**src/rtl/dsm_pkg.sv**
```systemverilog
// Shared types and default sizing for the DSM sample feeder.
package dsm_pkg;

    localparam int unsigned DSM_DATA_WIDTH  = 16;
    localparam int unsigned DSM_DEPTH       = 8;
    localparam int unsigned DSM_PRIME_LEVEL = 4;

    typedef enum logic {
        PRIME = 1'b0,
        RUN   = 1'b1
    } feeder_state_t;

endpackage

```
**src/rtl/dsm_fifo_mem.sv**
```systemverilog
// Sample storage: DEPTH x DATA_WIDTH register array, one write port, async read.
module dsm_fifo_mem #(
    parameter  int unsigned DATA_WIDTH = 16,
    parameter  int unsigned DEPTH      = 8,
    localparam int unsigned ADDR_WIDTH = $clog2(DEPTH)
) (
    input  logic                  clk_i,
    input  logic                  wr_en_i,
    input  logic [ADDR_WIDTH-1:0] wr_addr_i,
    input  logic [DATA_WIDTH-1:0] wr_data_i,
    input  logic [ADDR_WIDTH-1:0] rd_addr_i,
    output logic [DATA_WIDTH-1:0] rd_data_o
);

    logic [DATA_WIDTH-1:0] mem_q [DEPTH];

    always_ff @(posedge clk_i) begin
        if (wr_en_i) begin
            mem_q[wr_addr_i] <= wr_data_i;
        end
    end

    assign rd_data_o = mem_q[rd_addr_i];

endmodule

```
**src/rtl/dsm_sample_feeder.sv**
```systemverilog
// Pops one buffered sample per clk_en strobe towards the modulator; primes the
// FIFO before running and drops back to priming on an underrun.
module dsm_sample_feeder
    import dsm_pkg::*;
#(
    parameter  int unsigned DATA_WIDTH  = DSM_DATA_WIDTH,
    parameter  int unsigned DEPTH       = DSM_DEPTH,
    parameter  int unsigned PRIME_LEVEL = DSM_PRIME_LEVEL,
    localparam int unsigned ADDR_WIDTH  = $clog2(DEPTH)
) (
    input  logic                         clk_in,
    input  logic                         rst,
    input  logic                         clk_en,
    input  logic signed [DATA_WIDTH-1:0] s_data,
    input  logic                         s_valid,
    output logic                         s_ready,
    output logic signed [DATA_WIDTH-1:0] sample_out,
    output logic                         sample_stb,
    output logic [ADDR_WIDTH:0]          level,
    output logic                         running,
    output logic                         underrun,
    input  logic                         underrun_clr
);

    localparam int unsigned LW = ADDR_WIDTH + 1;

    typedef logic signed [DATA_WIDTH-1:0] sample_t;

    feeder_state_t         state_q, state_d;
    logic [ADDR_WIDTH-1:0] wr_ptr_q, wr_ptr_d;
    logic [ADDR_WIDTH-1:0] rd_ptr_q, rd_ptr_d;
    logic [LW-1:0]         level_q, level_d;
    sample_t               sample_out_q, sample_out_d;
    logic                  sample_stb_q, sample_stb_d;
    logic                  running_q, running_d;
    logic                  underrun_q, underrun_d;

    logic                  push_c;
    logic                  pop_c;
    logic                  starve_c;
    sample_t               head_c;

    dsm_fifo_mem #(
        .DATA_WIDTH (DATA_WIDTH),
        .DEPTH      (DEPTH)
    ) u_mem (
        .clk_i      (clk_in),
        .wr_en_i    (push_c),
        .wr_addr_i  (wr_ptr_q),
        .wr_data_i  (s_data),
        .rd_addr_i  (rd_ptr_q),
        .rd_data_o  (head_c)
    );

    // A push landing in an empty FIFO is not visible to a same-cycle strobe.
    assign s_ready  = (level_q != LW'(DEPTH));
    assign push_c   = s_valid && s_ready;
    assign pop_c    = (state_q == RUN) && clk_en && (level_q != '0);
    assign starve_c = (state_q == RUN) && clk_en && (level_q == '0);

    always_comb begin
        state_d      = state_q;
        wr_ptr_d     = wr_ptr_q;
        rd_ptr_d     = rd_ptr_q;
        level_d      = level_q;
        sample_out_d = sample_out_q;
        sample_stb_d = 1'b0;
        underrun_d   = underrun_q;

        if (push_c) begin
            wr_ptr_d = wr_ptr_q + ADDR_WIDTH'(1);
        end
        if (pop_c) begin
            rd_ptr_d     = rd_ptr_q + ADDR_WIDTH'(1);
            sample_out_d = head_c;
            sample_stb_d = 1'b1;
        end

        case ({push_c, pop_c})
            2'b10:   level_d = level_q + LW'(1);
            2'b01:   level_d = level_q - LW'(1);
            default: level_d = level_q;
        endcase

        // A fresh underrun takes priority over a clear in the same cycle.
        if (starve_c) begin
            underrun_d = 1'b1;
        end else if (underrun_clr) begin
            underrun_d = 1'b0;
        end

        unique case (state_q)
            PRIME: begin
                if (level_q >= LW'(PRIME_LEVEL)) begin
                    state_d = RUN;
                end
            end
            RUN: begin
                if (starve_c) begin
                    state_d = PRIME;
                end
            end
            default: state_d = PRIME;
        endcase

        running_d = (state_d == RUN);
    end

    always_ff @(posedge clk_in or posedge rst) begin
        if (rst) begin
            state_q      <= PRIME;
            wr_ptr_q     <= '0;
            rd_ptr_q     <= '0;
            level_q      <= '0;
            sample_out_q <= '0;
            sample_stb_q <= 1'b0;
            running_q    <= 1'b0;
            underrun_q   <= 1'b0;
        end else begin
            state_q      <= state_d;
            wr_ptr_q     <= wr_ptr_d;
            rd_ptr_q     <= rd_ptr_d;
            level_q      <= level_d;
            sample_out_q <= sample_out_d;
            sample_stb_q <= sample_stb_d;
            running_q    <= running_d;
            underrun_q   <= underrun_d;
        end
    end

    assign sample_out = sample_out_q;
    assign sample_stb = sample_stb_q;
    assign level      = level_q;
    assign running    = running_q;
    assign underrun   = underrun_q;

endmodule

```
**config.mk**
```make
export PLATFORM = sky130hd
export DESIGN_NAME = dsm_sample_feeder
export DESIGN_NICKNAME = d
export VERILOG_FILES = /design/src/rtl/dsm_pkg.sv /design/src/rtl/dsm_fifo_mem.sv /design/src/rtl/dsm_sample_feeder.sv
export SDC_FILE = /design/constraint.sdc
export NUM_CORES = 1
export LEC_CHECK = 0
export CAP_MARGIN = 20
export CORE_MARGIN = 4
export CORE_UTILIZATION = 60
export DETAILED_ROUTE_END_ITERATION = 8
export GPL_ROUTABILITY_DRIVEN = 0
export HOLD_SLACK_MARGIN = 0.05
export PLACE_DENSITY = 0.83
export SLEW_MARGIN = 20
export SYNTH_ARGS = -nofsm -noshare
export SYNTH_HDL_FRONTEND = slang
export SYNTH_SLANG_ARGS = --single-unit
```
**constraint.sdc**
```tcl
create_clock -name clk_in -period 7.6 [get_ports clk_in]
set_input_delay 1.9 -clock clk_in [delete_from_list [all_inputs] [get_ports clk_in]]
set_output_delay 1.9 -clock clk_in [all_outputs]
set_load 0.01 [all_outputs]
```
==> metrics.yaml <==
p_leak_nw: 2.779
start_util_pct: 62.41
synth.top_cells.by_area: "edfxtp_1 (62%), dfrtp_1 (12%), mux2i_1 (10%), a22oi_1 (3.9%), nand3_1 (1.5%)"
worstSetupPathType: "in -> reg"
die_width_um: 109.5
hold_class: "reg -> reg"
coreArea_sq_um: 9910
synth_top_area_share_pct: 62.15
syn_nets: 404
yosysSeqAreaShare_pct: 73.88
finalHoldViolCount: 0
drv_cap: 0
fin_worst_skew_ns: 0.005525
dieArea_sq_um: 12000
worstMarginPinSlew_ns: 1.150
cts_buffer_depth: 2
crit_path_end_kind: "flip-flop"
antennaDiodeCount: 0
placementRows: 36
crit_top_cell: "xor2_1"
drive_above_1_share_pct: 11.94
whs_endpoint: "running"
first_pass_iters: 4
dpl_worst_slack_ns: 2.895
drtIter0Drc: 273
status: "finished clean"
peakVddDrop_uv: 321.3
fin_ws_ns: 3.407
path_cells: "clkdlybuf4s50_1 -> nand2_1 -> a21oi_4 -> ha_1 -> xor2_1 -> ha_1 -> a21oi_1 -> xor2_1 -> nor2_1 -> xor2_1"
antenna_found_initial: 0
crit_fanout: 38
path_buf_inv: 1
pwr-share-seq_pct: 42.8
netSwitchingPower_mw: 0.8986
reg2reg_from: "level[1]"
netlist_instances: 378
drv_slew: 0
postCtsHoldBufs: 0
cp.depth: 10
h-tree-depth: 4
fin_crit_ns: 4.193
startpoint_type: "input port"
worst_ep_arrival_time_ns: 4.59
ant_nets: 0
ys_warn_count: 0
internal_power_mw: 2.126
ff2ff_setup_slack_ns: 4.73
vias: 3408
synth_area_sq_um: 6185
hold_start: "running"
rr_endpoint: "level[2]"
num_io_pins: 45
viasPerCell: 5.906
nNetsFinal: 457
slowest_delay_ns: 0.82
gr-total-overflow: 0
hold_path_depth: 2
grt_max_degree: 67
clock_latency_ns: 0.52
post_cts_resized: 0
drt_wl_total_um: 12050
wl_per_cell_um: 20.88
rsz0062_at_grt: "no"
timing.final.crit_share_pct: 55.17
ys_ff_latch: 157
syn_area_per_cell_sq_um: 16.36
maxSlewHeadroom_pct: 23.34
cts-buffers-inserted: 17
finalSetupTns_ns: 0
tritoncts: "built"
p_per_area_nw_per_um2: 407.1
cp.required_ns: 8.00
clkSlewWorstSetupHoldPaths_ns: 0.06
syn_to_final_growth_pct: 20.15
finalSetupViolations: 0
numClockSinks: 157
post-route-util_pct: 74.99
cp_top_family: "compound AO/OA/AOI/OAI gates"
die_y_um: 109.5
io_buffers: 44
netlist-cell-type-count: 32
pwr-share-clk_pct: 30.8
reg2reg_depth: 9
synth_top_area_cell: "edfxtp_1"
swShare_pct: 29.71
dp_hpwl_um: 6798
grt_pass1_vias: 3453
drc: 0
post-cts-setup-buffers: 0
grt.total_usage_pct: 21.64
grt_pass1_wl_um: 18750
root_buffer: "clkbuf_8"
fmax_ghz: 0.2385
crit_path_top_delay_cell: "a21oi_4"
comb_power_share_pct: 26.4
==> metal layers <==
layer / track usage (%) / vias to the layer above / share of wire (%)
met3: 5.167 / 34 / 5.4
met2: 35.66 / 115 / 51
met5: 0 / - / 0
met1: 27.03 / 1704 / 40
met4: 10.60 / 0 / 3.4
li1: - / 1555 / -
==> Yosys cell counts (all sizes together) <==
| library cell | instances |
|---|---|
| nor2 | 10 |
| o21ai | 17 |
| mux2i | 64 |
| ha | 5 |
| a21oi | 3 |
| edfxtp | 128 |
| xnor2 | 4 |
| nand3 | 18 |
| or2 | 1 |
| dfrtp | 29 |
| nor2b | 2 |
| nand2b | 3 |
| nor3b | 1 |
| and2 | 1 |
| a22oi | 32 |
| xor2 | 4 |
| buf | 15 |
| or4b | 1 |
| and4bb | 1 |
| inv | 18 |
| o22ai | 2 |
| clkbuf | 3 |
| nor3 | 2 |
| nand2 | 11 |
| mux2 | 3 |
==> layout make-up <==
class                           count  area (sq um)
Multi-Input combinational cell    185          1461
Sequential cell                   157          4573
Clock buffer                       21         449.2
Clock inverter                     11         212.7
Timing Repair Buffer               52         500.5
Fill cell                         597          2479
Tap cell                          133         166.4
Inverter                           18         67.56
==> worst min-delay path, cell delays in order, from the launching register on <==
cell	delay, ns
dfrtp_1	0.37
nand2_1	0.06
nand2_1	0.06
==> flip-flops by register name (all words and copies together) (netlist names) <==
register / flops
sample_out: 16
running: 1
u_mem.mem_q: 128
wr_ptr_q: 3
sample_stb: 1
underrun: 1
rd_ptr_q: 3
level: 4
==> layout by cell type, fill, tap and decap left out, types with 3 or more instances in the layout <==
cell type / netlist / routed
edfxtp_1: 128 / 128
mux2i_1: 64 / 64
clkdlybuf4s50_1: 0 / 44
a22oi_1: 32 / 32
dfrtp_1: 29 / 28
inv_1: 18 / 18
nand3_1: 18 / 18
clkbuf_16: 0 / 16
o21ai_0: 13 / 13
nand2_1: 10 / 10
buf_4: 8 / 8
nor2_1: 10 / 6
bufinv_16: 0 / 6
ha_1: 5 / 5
o21ai_1: 4 / 4
xor2_1: 4 / 4
nor2_2: 0 / 4
xnor2_1: 4 / 4
nand2b_1: 3 / 3
clkbuf_8: 0 / 3
clkinv_2: 0 / 3
==> power groups by stage <==
stage | combinational (mW) | sequential (mW) | clock (mW)
final | 0.799 | 1.29 | 0.932
after detailed placement | 0.790 | 1.31 | 0
after CTS | 0.805 | 1.29 | 0.945
after floorplan | 0.566 | 1.23 | 0
after global routing | 0.867 | 1.32 | 0.983
after global placement | 0.756 | 1.30 | 0
==> worst max path at each step <==
stage               startpoint                 to
floorplan              s_valid  u_mem.mem_q[0][0]
global placement        clk_en           level[2]
detailed placement      clk_en           level[2]
CTS                     clk_en           level[2]
global route            clk_en           level[2]
finish                  clk_en           level[2]
==> logic make-up after synthesis <==
| group | Yosys count | share of synthesized area [%] |
|---|---|---|
| mux | 67 | 10.96 |
| flops | 157 | 73.88 |
| xor+xnor | 8 | 1.133 |
| fa+ha+maj | 5 | 1.012 |
| compound gates | 54 | 5.766 |
| buf+inv | 36 | 2.933 |
| simple gates | 51 | 4.309 |
==> stage by stage <==
step           hold slack, ns  std cells  instance area, sq um  total power, mW
3_5_place_dp           0.4985        545                  6769            2.099
3_3_place_gp           0.4806        545                  6769            2.054
2_1_floorplan          0.4923        378                  6185            1.793
6_report               0.5135        577                  7431            3.025
5_1_grt                0.5530        577                  7431            3.166
4_1_cts                0.5157        577                  7431            3.045
No activity file was read; power rests on OpenSTA's default activity.
